`src/rtl/video_ram_arbiter_if.sv`:
```
// Video RAM arbiter bus: CPU request/ack port plus the single-port RAM port.
// The arbiter takes the slave side; the CPU/RAM environment takes the master side.
interface video_ram_arbiter_if;
    // CPU side
    logic        cpu_req;
    logic        cpu_we;
    logic [12:0] cpu_addr;
    logic [7:0]  cpu_wdata;
    logic        cpu_ack;
    logic [7:0]  cpu_rdata;
    // RAM side (synchronous RAM, 1-cycle read latency)
    logic        mem_en;
    logic        mem_we;
    logic [12:0] mem_addr;
    logic [7:0]  mem_wdata;
    logic [7:0]  mem_rdata;

    modport slave (
        input  cpu_req,
        input  cpu_we,
        input  cpu_addr,
        input  cpu_wdata,
        output cpu_ack,
        output cpu_rdata,
        output mem_en,
        output mem_we,
        output mem_addr,
        output mem_wdata,
        input  mem_rdata
    );

    modport master (
        output cpu_req,
        output cpu_we,
        output cpu_addr,
        output cpu_wdata,
        input  cpu_ack,
        input  cpu_rdata,
        input  mem_en,
        input  mem_we,
        input  mem_addr,
        input  mem_wdata,
        output mem_rdata
    );
endinterface

```
`src/rtl/video_ram_arbiter.sv`:
```
// Video RAM arbiter: shares a single-port video RAM between the display
// fetch (absolute priority, fixed slots every 8 pixels) and a CPU port.
// Display bytes are serialised MSB-first onto the pixel output.
module video_ram_arbiter #(
    parameter int X_START        = 49,
    parameter int Y_START        = 36,
    parameter int ACTIVE_LINES   = 192,
    parameter int BYTES_PER_LINE = 24
) (
    input  logic                clk,
    input  logic                reset,
    input  logic [7:0]          hCounter,
    input  logic [8:0]          vCounter,
    video_ram_arbiter_if.slave  bus,
    output logic                pixel
);

    localparam logic [9:0] SLOT_FIRST = 10'(X_START - 2);
    localparam logic [9:0] SLOT_LAST  = 10'(X_START - 2 + 8 * (BYTES_PER_LINE - 1));
    localparam logic [8:0] LINE_FIRST = 9'(Y_START);
    localparam logic [8:0] LINE_LAST  = 9'(Y_START + ACTIVE_LINES - 1);

    typedef enum logic [1:0] {
        IDLE,
        ACCESS,
        ACK
    } state_t;

    // Display slot decode; slots are 8 apart, so alignment is a low-bit match.
    function automatic logic is_slot(input logic [9:0] h, input logic [8:0] v);
        return (v >= LINE_FIRST) && (v <= LINE_LAST) &&
               (h >= SLOT_FIRST) && (h <= SLOT_LAST) &&
               (h[2:0] == SLOT_FIRST[2:0]);
    endfunction

    state_t      state;
    logic        rd_l;
    logic        ack_q;
    logic [7:0]  rdata_q;

    logic        mem_en_q;
    logic        mem_we_q;
    logic [12:0] mem_addr_q;
    logic [7:0]  mem_wdata_q;

    logic [12:0] fetch_addr;
    logic        slot_d;
    logic [7:0]  shreg;

    logic        slot_now;
    logic        slot_next;
    logic        go;
    logic        frame_start;

    assign slot_now    = is_slot({2'b00, hCounter}, vCounter);
    // Line changes only at the 255->0 wrap where no slot exists, so the
    // next cycle's slot can be decoded on the current line.
    assign slot_next   = is_slot({2'b00, hCounter} + 10'd1, vCounter);
    assign go          = (state == IDLE) && bus.cpu_req && !slot_next;
    assign frame_start = (hCounter == 8'd0) && (vCounter == 9'd0);

    // CPU access FSM: IDLE -> ACCESS -> ACK, registered ack and read data.
    always_ff @(posedge clk) begin
        if (reset) begin
            state   <= IDLE;
            rd_l    <= 1'b0;
            ack_q   <= 1'b0;
            rdata_q <= '0;
        end else begin
            case (state)
                IDLE: begin
                    ack_q <= 1'b0;
                    if (go) begin
                        state <= ACCESS;
                        rd_l  <= !bus.cpu_we;
                    end
                end
                ACCESS: begin
                    state <= ACK;
                    ack_q <= 1'b1;
                end
                ACK: begin
                    state <= IDLE;
                    ack_q <= 1'b0;
                    if (rd_l) begin
                        rdata_q <= bus.mem_rdata;
                    end
                end
                default: begin
                    state <= IDLE;
                    ack_q <= 1'b0;
                end
            endcase
        end
    end

    // RAM port registers: loaded one cycle ahead for the display slot or the
    // CPU access that will own the bus in the following cycle.
    always_ff @(posedge clk) begin
        if (reset) begin
            mem_en_q    <= 1'b0;
            mem_we_q    <= 1'b0;
            mem_addr_q  <= '0;
            mem_wdata_q <= '0;
        end else if (slot_next) begin
            mem_en_q    <= 1'b1;
            mem_we_q    <= 1'b0;
            mem_addr_q  <= fetch_addr;
            mem_wdata_q <= '0;
        end else if (go) begin
            mem_en_q    <= 1'b1;
            mem_we_q    <= bus.cpu_we;
            mem_addr_q  <= bus.cpu_addr;
            mem_wdata_q <= bus.cpu_wdata;
        end else begin
            mem_en_q    <= 1'b0;
            mem_we_q    <= 1'b0;
            mem_addr_q  <= '0;
            mem_wdata_q <= '0;
        end
    end

    // Display fetch address and pixel shift register.
    always_ff @(posedge clk) begin
        if (reset) begin
            fetch_addr <= '0;
            slot_d     <= 1'b0;
            shreg      <= '0;
        end else begin
            if (frame_start) begin
                fetch_addr <= '0;
            end else if (slot_now) begin
                fetch_addr <= fetch_addr + 13'd1;
            end
            slot_d <= slot_now;
            if (slot_d) begin
                shreg <= bus.mem_rdata;
            end else begin
                shreg <= {shreg[6:0], 1'b0};
            end
        end
    end

    assign pixel         = shreg[7];
    assign bus.cpu_ack   = ack_q;
    // RAM data arrives in the ACK cycle, so it is forwarded there and held after.
    assign bus.cpu_rdata = (ack_q && rd_l) ? bus.mem_rdata : rdata_q;
    assign bus.mem_en    = mem_en_q;
    assign bus.mem_we    = mem_we_q;
    assign bus.mem_addr  = mem_addr_q;
    assign bus.mem_wdata = mem_wdata_q;

endmodule

```
`src/flat_wrapper.sv`:
```
// flat-port wrapper written by rule: the top's interface ports become plain ports
module video_ram_arbiter_flat 
#(
    parameter int X_START        = 49,
    parameter int Y_START        = 36,
    parameter int ACTIVE_LINES   = 192,
    parameter int BYTES_PER_LINE = 24
)
  (clk, reset, hCounter, vCounter, pixel, bus_cpu_req, bus_cpu_we, bus_cpu_addr, bus_cpu_wdata, bus_cpu_ack, bus_cpu_rdata, bus_mem_en, bus_mem_we, bus_mem_addr, bus_mem_wdata, bus_mem_rdata);
  video_ram_arbiter_if bus_i ();
  input  logic clk;
  input  logic reset;
  input  logic [7:0] hCounter;
  input  logic [8:0] vCounter;
  output logic pixel;
  input wire logic [$bits(bus_i.cpu_req)-1:0] bus_cpu_req;
  input wire logic [$bits(bus_i.cpu_we)-1:0] bus_cpu_we;
  input wire logic [$bits(bus_i.cpu_addr)-1:0] bus_cpu_addr;
  input wire logic [$bits(bus_i.cpu_wdata)-1:0] bus_cpu_wdata;
  output wire logic [$bits(bus_i.cpu_ack)-1:0] bus_cpu_ack;
  output wire logic [$bits(bus_i.cpu_rdata)-1:0] bus_cpu_rdata;
  output wire logic [$bits(bus_i.mem_en)-1:0] bus_mem_en;
  output wire logic [$bits(bus_i.mem_we)-1:0] bus_mem_we;
  output wire logic [$bits(bus_i.mem_addr)-1:0] bus_mem_addr;
  output wire logic [$bits(bus_i.mem_wdata)-1:0] bus_mem_wdata;
  input wire logic [$bits(bus_i.mem_rdata)-1:0] bus_mem_rdata;
  assign bus_i.cpu_req = bus_cpu_req;
  assign bus_i.cpu_we = bus_cpu_we;
  assign bus_i.cpu_addr = bus_cpu_addr;
  assign bus_i.cpu_wdata = bus_cpu_wdata;
  assign bus_cpu_ack = bus_i.cpu_ack;
  assign bus_cpu_rdata = bus_i.cpu_rdata;
  assign bus_mem_en = bus_i.mem_en;
  assign bus_mem_we = bus_i.mem_we;
  assign bus_mem_addr = bus_i.mem_addr;
  assign bus_mem_wdata = bus_i.mem_wdata;
  assign bus_i.mem_rdata = bus_mem_rdata;
  video_ram_arbiter #(.X_START(X_START), .Y_START(Y_START), .ACTIVE_LINES(ACTIVE_LINES), .BYTES_PER_LINE(BYTES_PER_LINE)) u_core (.clk(clk), .reset(reset), .hCounter(hCounter), .vCounter(vCounter), .bus(bus_i), .pixel(pixel));
endmodule
```
`config.mk`:
```
export PLATFORM = sky130hd
export DESIGN_NAME = video_ram_arbiter_flat
export DESIGN_NICKNAME = d
export VERILOG_FILES = /design/src/rtl/video_ram_arbiter_if.sv /design/src/rtl/video_ram_arbiter.sv /design/src/flat_wrapper.sv
export SDC_FILE = /design/constraint.sdc
export NUM_CORES = 1
export LEC_CHECK = 0
export CORE_MARGIN = 1.5
export CORE_UTILIZATION = 41
export DETAILED_ROUTE_END_ITERATION = 8
export PLACE_DENSITY = 0.76
export RECOVER_POWER = 25
export SKIP_LAST_GASP = 1
export SLEW_MARGIN = 20
export SYNTH_ARGS = -nofsm -noshare
export SYNTH_HDL_FRONTEND = slang
export SYNTH_SLANG_ARGS = --single-unit
```
`constraint.sdc`:
```
create_clock -name clk -period 1.8 [get_ports clk]
set_clock_uncertainty 0.05 [all_clocks]
set_input_delay 0.27 -clock clk [delete_from_list [all_inputs] [get_ports clk]]
set_output_delay 0.27 -clock clk [all_outputs]
set_load 0.01 [all_outputs]
```
-- Yosys cells after proc, flatten, opt, wreduce, memory -nomap -nowiden
Cells that the tools add are included.
- add/sub/neg operators: 2
- order comparisons: 6
- equality and inequality tests: 5
- muxes and demuxes: 9
- bitwise gates (word level): 2
- reduce and logical (&&, ||, !) cells: 21
- operators with widths (operator ; count):
    $mux 13 ; 2
    $mux 8 ; 2
    $add 13x1->13 const B ; 1
    $logic_and 1x1->1 ; 11
    $ge 10x6->1 const B ; 1
    $le 10x8->1 const B ; 1
    $add 8x1->9 const B ; 1
    $ge 9x6->1 const B ; 1
    $le 9x8->1 const B ; 1
    $logic_not 9->1 ; 1
    $ge 8x6->1 const B ; 1
    $le 8x8->1 const B ; 1
    $logic_not 8->1 ; 1
    $eq 3x3->1 const B ; 2
    $pmux 2 s2 ; 1
    $reduce_and 2->1 ; 2
    $reduce_or 2->1 ; 2
    $mux 1 ; 3
    $reduce_or 3->1 ; 1
    $eq 2x1->1 const B ; 1
    $eq 2x2->1 const B ; 1
    $logic_not 1->1 ; 2
    $logic_not 2->1 ; 1
    $mux 2 ; 1
    2 further kinds ; 3
- register bits after elaboration: 57
- input bits: 50
- logic and storage cells: 57

-- Longest topological paths before layout
- word-level depth: 9
- mapped depth: 6

-- Worst setup path before layout
No wires, ideal clock.
- path type: register to register
- start: register u_core.fetch_addr[0]
- end: register u_core.fetch_addr[12]
- library setup time: 0.070 ns
- data arrival time: 1.741 ns
- path slack: -0.062 ns
- stages on the path, launching flop included: 6
- cell sequence: dfxtp_1 -> ha_1 -> nand2_1 -> or4_1 -> or4_1 -> a21oi_1
- word-level cells in the longest chain between the ends: 1
- RTL lines (element ; line ; text):
    start: declaration ; video_ram_arbiter.sv:46 ; logic [12:0] fetch_addr;
    start signal: assignment ; video_ram_arbiter.sv:133 ; fetch_addr <= fetch_addr + 13'd1;
    $add 13x1->13 ; video_ram_arbiter.sv:133 ;
Every way passes these cells.
A chain may end at the register's enable or synchronous reset.

-- Final worst setup path
- start: register u_core.fetch_addr[1]
- end: register u_core.fetch_addr[12]
The elaborated chain is that of the path after synthesis.

==> summary.txt <==
Power and ir drop
  – Switching fraction of total power: 25.5%
  – Part of the total power dissipated in combinational logic: 15.2%
  – Register share of total power: 43.8%
  – PwrDens: 712 mW/mm²
  – Net switching power: 0.761 mW
  – Fraction of power consumed by the clock network: 41.0%
  – Worst vdd rail ir drop: 0.575 mV
  – Standby leakage power: 1.63 nW
  – Internal power summed over all cells: 2.22 mW
  – Total design power: 2.98 mW

Clock network
  – Maximum root-to-sink buffer count: 2
  – CTS tree: built
  – Hold Buf Count CTS: 0
  – TritonCTS buffer count: 9
  – Sink count of the clock tree: 57
  – Worst skew pair latency: 0.35 ns
  – Library cell used as clock root buffer: sky130_fd_sc_hd__clkbuf_8
  – Max H-tree Level: 3
  – Clock edge transition at the registers on the reported setup and hold paths: 0.07 ns

Placed design
  – Post-detailed-placement cell area: 0.00373 mm²
  – Count of port buffers added during placement: 82
  – RePlAce Congestion: 0.830
  – Post-placement worst setup slack: -0.472 ns
  – HPWL after detailed placement: 5.03 mm

Worst setup path
  – End of the critical path: u_core.fetch_addr[12]$_SDFFE_PP0P_
  – Class of the most critical setup path: flip-flop to flip-flop
  – Flop2flop setup slack: 0.04 ns
  – Count of cells along the worst register-to-register path: 5
  – Critical path capture point type: flip-flop
  – Startpoint types: flip-flop
  – Largest driver fanout on the critical path: 2
  – End of the worst register-to-register path: u_core.fetch_addr[12]$_SDFFE_PP0P_
  – Origin of the critical flop-to-flop path: u_core.fetch_addr[1]$_SDFFE_PP0P_
  – Launching element of the worst setup path: u_core.fetch_addr[1]$_SDFFE_PP0P_
  – Arrival time at the worst endpoint: 2.00 ns
  – Required time of the worst setup path: 2.04 ns

Layout
  – Layout filler cell count: 375
  – Layout-stage area growth over the synthesis result: 71.4%
  – Cell area after layout: 0.00419 mm²
  – Layout Nets: 446
  – Post-layout utilization of the core: 74.3%
  – Total inserted antenna cells: 0
  – Proportion of layout cells with a drive suffix above 1: 33.0%

Run status
  – Outcome: finished clean

STA
  – Max Clk Rate: 567 MHz
  – Final worst-path setup slack: 0.0373 ns
  – Slew Limit Fails: 0
  – Shortest period the worst path allows: 1.76 ns
  – Relative slew slack: 62.1%
  – Worst slew pin tran: 0.566 ns
  – Ratio of final minimum period to clock period: 97.9%
  – Final setup violating endpoints: 0
  – Number of hold violations in the final report: 0

Logic synthesis
  – Count of mapped cells out of synthesis: 259
  – Post-synth net total: 310
  – Number of distinct library cells after synthesis: 39
  – Netlist Area Pre-Place: 0.00244 mm²
  – Part of the Yosys area used for sequential elements: 46.7%
  – Post-synthesis sequential element count: 57
  – Ys Warns: 0
  – Synthesized area per cell: 9.44 µm²

Detailed routing
  – Routed vias: 2,666
  – Routed length per placed instance: 16.7 µm
  – Drt drc: 0
  – DRT Wirelength: 7.90 mm
  – Per-cell via count in the routed design: 5.65
  – DRC violation total after the first TritonRoute iteration: 175
  – Number of routed nets with antenna violations: 0
  – First-pass detailed-route iteration total: 4

Global route
  – Leftover overflow at the end of global routing: 0
  – First-pass GRT wire length: 11.9 mm
  – Number of global-route vias before repair: 2,596
  – All-layer global routing usage: 24.2%
  – Pin count of the biggest net entering global routing: 24
  – Number of antenna violations at the first check in global routing: 0

Floorplan
  – Count of pins on the block boundary: 83
  – Die outline height: 80.2 µm
  – Starting density of the core: 43.3%
  – Placeable core area: 0.00564 mm²
  – Die footprint: 0.00644 mm²
  – Die outline width: 80.2 µm
  – Row count: 27

Min path
  – Path category of the worst min-delay check: flip-flop to flip-flop

Job
  – MaxCap Viol Count: 0
## state kept, by name, indices dropped and copies added, names as in the netlist
register              flops
u_core.bus.mem_we         1
u_core.rdata_q            8
u_core.state              2
u_core.bus.mem_wdata      8
u_core.slot_d             1
u_core.bus.mem_en         1
u_core.bus.mem_addr      13
u_core.rd_l               1
u_core.fetch_addr        13
u_core.shreg              8
u_core.bus.cpu_ack        1
## critical path, stage by stage, from the launching register on
cell and delay (ns):
sky130_fd_sc_hd__dfxtp_2 0.36, sky130_fd_sc_hd__ha_4 0.15, sky130_fd_sc_hd__nand2_1 0.07, sky130_fd_sc_hd__or4_4 0.52, sky130_fd_sc_hd__or4_4 0.43, sky130_fd_sc_hd__a21oi_2 0.13
## per-stage QoR
| stage | setup TNS (ns) | std cells | hold WS, ns |
|---|---|---|---|
| final | 0 | 472 | 0.424 |
| after detailed placement | -13.37 | 449 | 0.412 |
| after global placement | -12.62 | 449 | 0.393 |
| after global routing | -0.0260 | 472 | 0.440 |
| after floorplan | -0.0410 | 259 | 0.342 |
| after CTS | -0.0239 | 469 | 0.427 |
## routing by layer
layer	wire length (µm)	up-vias	global-route usage (%)
met2	4030	107	42.5
met3	509	18	5.57
li1	-	1259	-
met5	0	-	0
met4	138	0	13.1
met1	3220	1282	26.9
## cells in the final DEF, fill, tap and decap left out, types with 3 or more instances in the layout
cell type	count
sky130_fd_sc_hd__or4_4	6
sky130_fd_sc_hd__clkbuf_2	10
sky130_fd_sc_hd__or4_1	4
sky130_fd_sc_hd__and4_1	3
sky130_fd_sc_hd__clkbuf_1	3
sky130_fd_sc_hd__dfxtp_2	7
sky130_fd_sc_hd__clkdlybuf4s15_1	4
sky130_fd_sc_hd__o211ai_1	13
sky130_fd_sc_hd__buf_6	3
sky130_fd_sc_hd__and2_1	10
sky130_fd_sc_hd__nand4_1	3
sky130_fd_sc_hd__a21oi_2	5
sky130_fd_sc_hd__mux2i_1	15
sky130_fd_sc_hd__o31ai_4	7
sky130_fd_sc_hd__clkdlybuf4s50_1	57
sky130_fd_sc_hd__nor2_1	18
sky130_fd_sc_hd__nand2_1	7
sky130_fd_sc_hd__dfxtp_1	50
sky130_fd_sc_hd__o31a_1	3
sky130_fd_sc_hd__clkbuf_8	10
sky130_fd_sc_hd__a21oi_1	20
sky130_fd_sc_hd__buf_4	50
sky130_fd_sc_hd__nand3_1	18
sky130_fd_sc_hd__inv_1	3
sky130_fd_sc_hd__dlygate4sd2_1	6
sky130_fd_sc_hd__mux2_2	8
sky130_fd_sc_hd__dlymetal6s2s_1	3
sky130_fd_sc_hd__dlygate4sd3_1	3
sky130_fd_sc_hd__buf_12	3
sky130_fd_sc_hd__nor4_1	3
## worst min-delay path by stage
| stage | slack (ns) | cells after the start | end | from |
|---|---|---|---|---|
| final | 0.42 | 2 | u_core.shreg[6]$_SDFF_PP0_ | u_core.shreg[5]$_SDFF_PP0_ |
| after global placement | 0.39 | 2 | u_core.shreg[3]$_SDFF_PP0_ | u_core.shreg[2]$_SDFF_PP0_ |
| after global routing | 0.44 | 2 | u_core.fetch_addr[9]$_SDFFE_PP0P_ | u_core.fetch_addr[9]$_SDFFE_PP0P_ |
| after floorplan | 0.34 | 1 | u_core.bus.mem_wdata[0]$_SDFF_PP0_ | bus_cpu_wdata[0] |
| after CTS | 0.43 | 2 | u_core.bus.mem_wdata[4]$_SDFF_PP0_ | bus_cpu_wdata[4] |
| after detailed placement | 0.41 | 2 | u_core.shreg[6]$_SDFF_PP0_ | u_core.shreg[5]$_SDFF_PP0_ |
## logic make-up after synthesis
group / after synthesis / share of synthesized area [%]
fa+ha+maj: 1 / 0.512
compound gates: 67 / 18.9
flops: 57 / 46.7
simple gates: 89 / 20.2
buf+inv: 22 / 3.84
mux: 23 / 9.83
## cell usage after synthesis (all sizes together)
cell type | count | area (µm²)
inv | 3 | 11.3
and3 | 2 | 12.5
nor3 | 2 | 10.0
mux2 | 8 | 90.1
and2 | 10 | 62.6
mux2i | 15 | 150
nand3b | 2 | 15.0
a21oi | 25 | 125
dfxtp | 57 | 1140
a211oi | 2 | 15.0
nand3 | 18 | 90.1
nand2 | 8 | 30.0
o221a | 1 | 11.3
nor4 | 5 | 31.3
a311oi | 1 | 8.76
buf | 4 | 26.3
or3 | 3 | 18.8
o31a | 3 | 26.3
o211ai | 13 | 97.6
a311o | 1 | 10.0
o31ai | 10 | 75.1
a41o | 1 | 10.0
o21a | 2 | 15.0
nor3b | 2 | 15.0
ha | 1 | 12.5
or3b | 1 | 8.76
or2 | 2 | 12.5
a221oi | 1 | 8.76
o221ai | 1 | 8.76
or4 | 10 | 75.1
nor2 | 18 | 67.6
nand4 | 3 | 18.8
clkbuf | 15 | 56.3
o2111a | 1 | 11.3
a221o | 1 | 10.0
o21ba | 2 | 20.0
and4 | 3 | 26.3
o21ai | 2 | 10.0
## cell type report
type	count	area, µm²	share of cell area [%]
well taps	72	90.1	2.15
repair buffers	144	1320	31.4
inverters	3	11.3	0.269
flip-flops and latches	57	1150	27.4
multi-input cells	180	1420	33.8
clock inverters	6	67.6	1.61
clock buffers	10	138	3.28
## power groups by stage
stage / Clock (mW) / Sequential [mW] / Combinational, mW
after floorplan: 0 / 1.34 / 0.125
after global placement: 0 / 1.33 / 0.417
after detailed placement: 0 / 1.33 / 0.424
after CTS: 1.23 / 1.31 / 0.445
after global routing: 1.29 / 1.31 / 0.480
final: 1.22 / 1.31 / 0.454
## timing repair
item                                    CTS  global route
endpoints found under the setup margin   18            25
buffers inserted                          2             3
pin swaps                                13            13
gates cloned                              2             0
resized for setup                        50            41
No activity file was read; power rests on OpenSTA's default activity.
